`src/rtl/stereo_frame_arbiter.sv`:
```
`timescale 1ns/1ps
// -----------------------------------------------------------------------------
// stereo_frame_arbiter
//
// Shares one CSI-2 TX packetiser between two free-running camera byte streams
// (cam0, cam1). The TX path is granted to one source for a whole frame. Frames
// from the other source that start while the path is busy are dropped and
// counted. Every frame is followed by a fixed LP gap. A watchdog forces a frame
// end if the granted source never ends its frame.
//
// Ports
//   byte_clk, reset_n        clock, asynchronous active-low reset
//   i_en[1:0]                per-source start enable (bit0 cam0, bit1 cam1)
//   s0_* / s1_*              frame start/end pulses, data valid, 16-bit data
//   o_fv_start, o_fv_end     frame markers to the TX
//   o_vc, o_wc, o_dt         virtual channel (= source index), word count, type
//   o_data_en, o_data        forwarded byte data, 1 cycle after the input
//   o_busy                   high while ACTIVE or in the post-frame GAP
//   o_timeout                1-cycle pulse when the watchdog ends a frame
//   o_drop0, o_drop1         saturating dropped-frame counters
//   o_frame_cnt              completed (non-timeout) frames, wrapping
// -----------------------------------------------------------------------------
module stereo_frame_arbiter #(
  parameter int unsigned GAP_CYCLES     = 64,
  parameter int unsigned TIMEOUT_CYCLES = 4194304,
  parameter logic [15:0] WC             = 16'd2400,
  parameter logic [5:0]  DT             = 6'h24
) (
  input  logic        byte_clk,
  input  logic        reset_n,
  input  logic [1:0]  i_en,
  input  logic        s0_fv_start,
  input  logic        s0_fv_end,
  input  logic        s0_data_en,
  input  logic [15:0] s0_data,
  input  logic        s1_fv_start,
  input  logic        s1_fv_end,
  input  logic        s1_data_en,
  input  logic [15:0] s1_data,
  output logic        o_fv_start,
  output logic        o_fv_end,
  output logic [1:0]  o_vc,
  output logic [15:0] o_wc,
  output logic [5:0]  o_dt,
  output logic        o_data_en,
  output logic [15:0] o_data,
  output logic        o_busy,
  output logic        o_timeout,
  output logic [7:0]  o_drop0,
  output logic [7:0]  o_drop1,
  output logic [15:0] o_frame_cnt
);

  typedef enum logic [1:0] {IDLE, ACTIVE, GAP} state_t;

  // gap_cnt counts down from GAP_CYCLES-1 to 0, so GAP lasts GAP_CYCLES cycles.
  localparam int GAP_W = (GAP_CYCLES > 1) ? $clog2(GAP_CYCLES) : 1;
  localparam logic [GAP_W-1:0] GAP_LOAD = GAP_W'(GAP_CYCLES - 1);
  localparam logic [23:0] WD_LIMIT = 24'(TIMEOUT_CYCLES);

  state_t           state;
  logic             grant;     // source owning the current frame
  logic             last_src;  // last granted source, loses the next tie
  logic [23:0]      wd_cnt;
  logic [GAP_W-1:0] gap_cnt;

  logic        start0, start1;
  logic        pick, pick_den;
  logic [15:0] pick_data;
  logic        g_end, g_den, other_start;
  logic [15:0] g_data;

  assign o_wc = WC;
  assign o_dt = DT;

  // Only starts are gated by i_en; a frame already granted runs to its end.
  assign start0 = s0_fv_start & i_en[0];
  assign start1 = s1_fv_start & i_en[1];

  // Source chosen in IDLE: a tie goes to the source that did not win last time.
  assign pick      = (start0 & start1) ? ~last_src : start1;
  assign pick_den  = pick ? s1_data_en : s0_data_en;
  assign pick_data = pick ? s1_data    : s0_data;

  // Signals of the source that currently owns the frame.
  assign g_end       = grant ? s1_fv_end  : s0_fv_end;
  assign g_den       = grant ? s1_data_en : s0_data_en;
  assign g_data      = grant ? s1_data    : s0_data;
  assign other_start = grant ? start0     : start1;

  function automatic logic [7:0] sat_inc(input logic [7:0] v);
    return (v == 8'hFF) ? v : v + 8'd1;
  endfunction

  // NOTE: every register here is plain state with no memory array, so the
  // whole block, counters included, is cleared by the asynchronous reset.
  always_ff @(posedge byte_clk or negedge reset_n) begin
    if (!reset_n) begin
      state       <= IDLE;
      grant       <= 1'b0;
      last_src    <= 1'b1;
      wd_cnt      <= '0;
      gap_cnt     <= '0;
      o_fv_start  <= 1'b0;
      o_fv_end    <= 1'b0;
      o_vc        <= 2'd0;
      o_data_en   <= 1'b0;
      o_data      <= '0;
      o_busy      <= 1'b0;
      o_timeout   <= 1'b0;
      o_drop0     <= '0;
      o_drop1     <= '0;
      o_frame_cnt <= '0;
    end else begin
      // NOTE: non-blocking assignments throughout; pulse outputs default low
      // here and are raised by the branch below only in the cycle they fire.
      o_fv_start <= 1'b0;
      o_fv_end   <= 1'b0;
      o_timeout  <= 1'b0;
      o_data_en  <= 1'b0;
      o_data     <= '0;

      case (state)
        IDLE: begin
          if (start0 | start1) begin
            state      <= ACTIVE;
            o_busy     <= 1'b1;
            grant      <= pick;
            last_src   <= pick;
            o_vc       <= {1'b0, pick};
            o_fv_start <= 1'b1;
            o_data_en  <= pick_den;
            o_data     <= pick_den ? pick_data : '0;
            wd_cnt     <= 24'd1;
            if (start0 & start1) begin
              if (pick) o_drop0 <= sat_inc(o_drop0);
              else      o_drop1 <= sat_inc(o_drop1);
            end
          end
        end

        ACTIVE: begin
          o_data_en <= g_den;
          o_data    <= g_den ? g_data : '0;
          if (other_start) begin
            if (grant) o_drop0 <= sat_inc(o_drop0);
            else       o_drop1 <= sat_inc(o_drop1);
          end
          // A real end wins over a coincident watchdog expiry.
          if (g_end || (wd_cnt == WD_LIMIT)) begin
            state    <= GAP;
            gap_cnt  <= GAP_LOAD;
            o_fv_end <= 1'b1;
            if (g_end) o_frame_cnt <= o_frame_cnt + 16'd1;
            else       o_timeout   <= 1'b1;
          end else begin
            wd_cnt <= wd_cnt + 24'd1;
          end
        end

        GAP: begin
          if (start0) o_drop0 <= sat_inc(o_drop0);
          if (start1) o_drop1 <= sat_inc(o_drop1);
          if (gap_cnt == '0) begin
            state  <= IDLE;
            o_busy <= 1'b0;
          end else begin
            gap_cnt <= gap_cnt - 1'b1;
          end
        end

        default: begin
          state  <= IDLE;
          o_busy <= 1'b0;
        end
      endcase
    end
  end

endmodule

```
`config.mk`:
```
export PLATFORM = sky130hd
export DESIGN_NAME = stereo_frame_arbiter
export DESIGN_NICKNAME = d
export VERILOG_FILES = /design/src/rtl/stereo_frame_arbiter.sv
export SDC_FILE = /design/constraint.sdc
export NUM_CORES = 1
export LEC_CHECK = 0
export CORE_ASPECT_RATIO = 0.9
export CORE_MARGIN = 2
export CORE_UTILIZATION = 40
export DETAILED_ROUTE_END_ITERATION = 10
export HOLD_SLACK_MARGIN = 0.02
export MAX_ROUTING_LAYER = met4
export PLACE_DENSITY = 0.78
export SLEW_MARGIN = 20
export SYNTH_ARGS = -nofsm -noshare
export SYNTH_HDL_FRONTEND = slang
export SYNTH_SLANG_ARGS = --single-unit
```
`constraint.sdc`:
```
create_clock -name byte_clk -period 5.2 [get_ports byte_clk]
set_input_delay 1.3 -clock byte_clk [delete_from_list [all_inputs] [get_ports byte_clk]]
set_output_delay 1.3 -clock byte_clk [all_outputs]
set_load 0.1 [all_outputs]
```
==> flow_metrics.py, run 1 <==
metrics = {
    "timing": {
        "whs_ps": 483,
        "tightest_slew_ps": 1050,
        "hold_viol": 0,
        "fmax_mhz": 303,
        "slew_viol_final": 0,
        "relSlewSlack_pct": 29.7,
        "setup_tns_ps": 0,
        "timing.final.crit_period_ps": 3300,
        "rsz0062_at_grt": "false",
        "finalSetupViolCount": 0,
        "post-route-period-util_pct": 63.5,
        "fin_worst_skew_ps": 11.6,
    },
    "final_layout": {
        "nFillCells": 951,
        "area_growth_pct": 28.8,
        "drive_gt1_share_pct": 7.78,
        "nets": 558,
        "multi_input_area_mm2": 0.00196,
        "seq_area_mm2": 0.00218,
        "diodes": 0,
    },
    "grt": {
        "grt_max_degree": 49,
        "grt_pass1_wl_mm": 15.7,
        "grt_overflow": 0,
        "grt_pass1_vias": 3240,
        "track_usage_pct": 17.8,
        "antenna_found_initial": 0,
    },
    "setup_path": {
        "critPathArrivalTime_ps": 2000,
        "critPathSlowestCell": "clkdlybuf4s50_1",
        "crit_required_ps": 3900,
        "cp_cell_sequence": "clkdlybuf4s50_1",
        "cpPeakStageDelay_ps": 1180,
        "crit_buf_inv": 1,
        "ff2ff_path_depth": 7,
        "path_max_fanout": 6,
        "cp.depth": 1,
        "crit_family": "buffers and inverters",
        "crit_type": "reg2out",
        "end_kind": "primary output",
        "start_kind": "register",
    },
    "clock_tree": {
        "cts_max_level": 3,
        "cts_made_buffers": 9,
        "cts_num_sinks": 87,
        "insertion_delay_ps": 350,
        "cts_tree": "yes",
        "post_cts_resized": 0,
        "post_cts.repair.setup_buffers": 0,
        "cts_hold_buf": 0,
        "cts.clk_slew.worst_paths_ps": 60,
        "cts_buffer_depth": 2,
        "cts_root_buffer": "clkbuf_16",
    },
    "floorplanning": {
        "dieHeight_um": 103,
        "ios": 119,
        "fp-row-count": 36,
        "initial_core_util_pct": 40.7,
        "core_mm2": 0.0107,
        "die_area_mm2": 0.0118,
        "die_w_um": 114,
    },
    "pwr": {
        "p_per_area_mw_per_mm2": 524,
        "peakVddDrop_mv": 0.300,
        "p_leak_nw": 2.46,
    },
    "route": {
        "via_per_inst": 5.25,
        "dr.pass1.iters": 4,
        "final_antenna_net_count": 0,
        "wl_per_cell_um": 15.0,
        "drtIter0Drc": 165,
        "drc": 0,
        "via_count": 3394,
        "wirelength_mm": 9.70,
    },
    "status": {
        "status": "complete, no violations",
    },
    "worst_hold_path": {
        "hp-class": "reg2reg",
        "hold_depth": 2,
    },
    "placed_design": {
        "gp_congestion": 0.935,
        "port_buffers": 95,
        "dp_hpwl_mm": 7.11,
    },
    "synth": {
        "synth_ff_type": "dfrtp_1",
        "synth_top_area_share_pct": 49.3,
        "async_reset_ff_share_pct": 100,
        "ys_types": 60,
        "ys_warn_count": 0,
        "synth_edf_count": 0,
        "ys_ff_latch": 87,
        "synthTopCellsByArea": "dfrtp_1 49%, xnor2_1 4.4%, buf_4 4.3%, xor2_1 3.8%, a22o_1 3.2%",
        "synth_common_cells": "86 x dfrtp_1, 36 x nand2_1, 33 x nor2_1, 25 x buf_4",
        "synth.most_common_cell": "dfrtp_1",
        "yosys.area.top_type": "dfrtp_1",
        "avgSynthCellArea_um2": 10.5,
        "syn-cell-area_mm2": 0.00437,
        "syn_inst": 417,
        "seq_area_frac_synth_pct": 49.9,
    },
    "flow_run": {
        "maxCapViolations": 0,
    },
}
==> state kept, by name, summed over array words and instances (netlist names) <==
signal	flops
o_drop1	8
o_data_en	1
last_src	1
o_timeout	1
gap_cnt	6
wd_cnt	24
o_busy	1
state	2
o_vc	1
o_drop0	8
o_fv_end	1
o_fv_start	1
o_frame_cnt	16
o_data	16
==> logic make-up after synthesis <==
| logic type | after synthesis | share of synthesized area [%] |
|---|---|---|
| xor+xnor | 41 | 8.22 |
| buf+inv | 49 | 6.93 |
| other cells | 2 | 0.172 |
| mux | 4 | 1.12 |
| flops | 87 | 49.9 |
| compound gates | 65 | 10.8 |
| fa+ha+maj | 7 | 2.01 |
| simple gates | 162 | 20.9 |
==> layout make-up <==
| type | count | share of cell area, % |
|---|---|---|
| Tap cell | 133 | 2.96 |
| Multi-Input combinational cell | 302 | 34.9 |
| Clock buffer | 11 | 4.49 |
| Inverter | 13 | 0.868 |
| Sequential cell | 87 | 38.7 |
| Clock inverter | 5 | 1.00 |
| Timing Repair Buffer | 96 | 17.0 |
==> stage by stage <==
step                      power [mW]  instance area (um^2)  instances  util, %  setup WS (ps)
after floorplan                 1.99                  4450        438        -           2570
after global placement          2.28                  5310        631     49.6           1670
after detailed placement        2.30                  5310        631     49.6           1560
after CTS                       2.96                  5620        647     52.5           1890
after global routing            3.07                  5620        647     52.5           1690
final                           2.94                  5620        647     52.5           1900
==> where the power goes <==
group          leakage, nW  total [mW]  internal [mW]  switching (mW)
logic                 1.16        1.35          0.326            1.02
clock network        0.152       0.659          0.397           0.262
registers             1.15       0.937          0.802           0.135
==> layer usage <==
layer  wire length, um  track usage (%)  vias up  part of all wire (%)
li1                  -                -     1613                     -
met1              4080             20.9     1646                    42
met2              4710             28.0      118                    49
met3               748             7.17       17                   7.7
met4               161             5.82        0                   1.7
met5                 0                -        -                     0
==> final timing paths <==
path | start | to | slack [ps]
setup / recovery | o_vc[0] | o_vc[0] | 1900
hold / removal | last_src | last_src | 480
setup reg to reg | wd_cnt[0] | wd_cnt[4] | 2860
hold reg to reg | last_src | last_src | 480
max in group asynchronous | reset_n | o_fv_end | 3300
min in group asynchronous | reset_n | o_drop0[5] | 920
==> layout by cell type (no fill, tap or decap), drive strengths merged, types with 3 or more instances in the layout <==
master | Yosys | final
a21oi | 11 | 11
a22o | 16 | 16
and2 | 4 | 4
and3 | 7 | 7
clkbuf | 1 | 11
clkdlybuf4s50 | 0 | 94
clkinv | 0 | 3
conb | 2 | 23
dfrtp | 86 | 86
ha | 7 | 7
inv | 13 | 13
mux2 | 4 | 4
nand2 | 37 | 37
nand2b | 3 | 3
nand3 | 22 | 22
nand3b | 3 | 3
nand4 | 19 | 19
nor2 | 34 | 34
nor3 | 10 | 10
nor4 | 10 | 10
o2111ai | 3 | 3
o21a | 3 | 3
o21ai | 15 | 15
o22ai | 3 | 3
or3 | 5 | 5
xnor2 | 22 | 22
xor2 | 19 | 19
No activity file was read; power rests on OpenSTA's default activity.
==> run 2: changes to the inputs <==
==> constraint.sdc (replaced) <==
create_clock -name byte_clk -period 3.4 [get_ports byte_clk]
set_input_delay 0.85 -clock byte_clk [delete_from_list [all_inputs] [get_ports byte_clk]]
set_output_delay 0.85 -clock byte_clk [all_outputs]
set_load 0.1 [all_outputs]
==> run 2 against run 1 <==
Compared with the run above: largest cell class unchanged; sequential share of layout area increased by 0.52 points; worst setup slack got worse by 1100 ps; utilization decreased by 0.69 points.
==> flow_metrics.py, run 2 (synthesis gave the netlist of run 1 again) <==
metrics = {
    "setup_path": {
        "path_max_fanout": 17,
        "cp_cell_sequence": "clkdlybuf4s50_1, a22oi_1, nand2b_1, inv_2, nand2_1, a21boi_2, a22o_1",
        "critPathSlowestCell": "a21boi_2",
        "end_kind": "register",
        "cpPeakStageDelay_ps": 610,
        "start_kind": "input pin",
        "crit_family": "compound AO/OA/AOI/OAI gates",
        "crit_type": "in2reg",
        "critPathArrivalTime_ps": 2840,
        "crit_required_ps": 3680,
        "crit_buf_inv": 2,
    },
    "clock_tree": {
        "cts_buffer_depth": 2,
        "insertion_delay_ps": 340,
        "post_cts.repair.setup_buffers": 0,
        "cts_max_level": 3,
        "cts_hold_buf": 0,
        "cts_num_sinks": 87,
        "cts_root_buffer": "clkbuf_16",
        "post_cts_resized": 0,
        "cts.clk_slew.worst_paths_ps": 60,
        "cts_made_buffers": 9,
        "cts_tree": "yes",
    },
    "route": {
        "wirelength_mm": 9.53,
        "via_count": 3379,
        "via_per_inst": 5.21,
        "final_antenna_net_count": 0,
        "drc": 0,
        "wl_per_cell_um": 14.7,
        "dr.pass1.iters": 4,
        "drtIter0Drc": 154,
    },
    "timing": {
        "setup_ws_ps": 835,
        "rsz0062_at_grt": "false",
        "slew_viol_final": 0,
        "whs_ps": 479,
        "timing.final.crit_period_ps": 2570,
        "post-route-period-util_pct": 75.4,
        "fmax_mhz": 390,
        "relSlewSlack_pct": 34.6,
        "tightest_slew_ps": 975,
        "setup_tns_ps": 0,
        "hold_viol": 0,
        "finalSetupViolCount": 0,
        "fin_worst_skew_ps": 7.39,
    },
    "final_layout": {
        "nets": 560,
        "top_regs": "wd_cnt: 24 flops, o_data: 16 flops, o_frame_cnt: 16 flops",
        "post-route-util_pct": 51.8,
        "fin_cells": 649,
        "drive_gt1_share_pct": 18.6,
        "final_common_cell": "dfrtp_1",
        "largest-register": "wd_cnt",
        "layout_common_cells": "86 x dfrtp_1, 58 x buf_4, 40 x clkdlybuf4s50_1, 36 x nand2_1, 33 x nor2_1",
        "design_area_mm2": 0.00555,
        "nFillCells": 958,
        "area_growth_pct": 27.1,
        "diodes": 0,
        "largest_reg_flops": 24,
    },
    "pwr": {
        "p_per_area_mw_per_mm2": 830,
        "peakVddDrop_mv": 0.480,
        "p_leak_nw": 2.58,
        "power_mw": 4.60,
    },
    "placed_design": {
        "gp_congestion": 0.917,
        "dp_hpwl_mm": 7.04,
        "pre_cts_ws_ps": 496,
        "place_area_mm2": 0.00519,
        "placedCellCount": 633,
        "port_buffers": 95,
    },
    "grt": {
        "global_route.usage.met2_pct": 26.3,
        "grt_pass1_wl_mm": 15.3,
        "track_usage_pct": 17.1,
        "grt_overflow": 0,
        "grt_max_degree": 50,
        "grt_pass1_vias": 3184,
        "grtUsageMet3_pct": 5.35,
        "antenna_found_initial": 0,
        "grt_busiest_layer": "met2",
        "grt_util_met1_pct": 21.3,
    },
    "floorplanning": {
        "fp-row-count": 36,
        "die_area_mm2": 0.0118,
        "die_w_um": 114,
        "initial_core_util_pct": 40.7,
        "core_mm2": 0.0107,
        "dieHeight_um": 103,
        "ios": 119,
    },
    "flow_run": {
        "maxCapViolations": 0,
    },
    "worst_hold_path": {
        "hp-class": "reg2reg",
    },
    "status": {
        "status": "complete, no violations",
    },
}
run 2: changes by cell type in the layout (fill, tap and decap cells not counted):
cell | previous run | this run
inv_6 | 0 | 1
clkinv_2 | 2 | 0
buf_4 | 2 | 58
clkinv_4 | 1 | 2
bufinv_16 | 1 | 3
clkinvlp_4 | 1 | 0
clkdlybuf4s50_1 | 94 | 40
clkbuf_8 | 2 | 1
run 2: metal layers:
metal  routed length, um  vias up
li1                    -     1619
met1                4210     1642
met2                4580      107
met3                 632       11
met4                 103        0
met5                   0        -
run 2: path summary, 6_finish.rpt:
path	from	to	slack [ps]	cells after the start
hold / removal	o_frame_cnt[15]	o_frame_cnt[15]	480	1
setup reg to reg	wd_cnt[13]	wd_cnt[4]	1060	5
max in group asynchronous	reset_n	o_data[10]	2170	2
min in group asynchronous	reset_n	o_drop0[0]	530	1
hold reg to reg	o_frame_cnt[15]	o_frame_cnt[15]	480	1
setup / recovery	s1_fv_start	o_data[0]	830	7
run 2: final cells by class:
class	count	area [um^2]	area share, %
clock buffer	10	239	4.31
clock inverter	6	116	2.10
inverter	13	48.8	0.879
multi-input combinational	302	1960	35.4
sequential	87	2180	39.3
tap	133	166	3.00
timing repair buffer	98	836	15.1
run 2: worst register-to-register path, cell delays in order, from the launching register on:
cell     delay [ps]
dfrtp_1         460
nor4_1          540
nand2_1         300
o21ai_2         550
nor3_2           90
a221o_1         270
run 2: where the power goes:
| group | leakage (nW) | switching, mW | total, mW | internal [mW] |
|---|---|---|---|---|
| Sequential | 1.15 | 0.210 | 1.44 | 1.23 |
| Combinational | 1.27 | 1.55 | 2.01 | 0.454 |
| Clock | 0.173 | 0.415 | 1.16 | 0.743 |
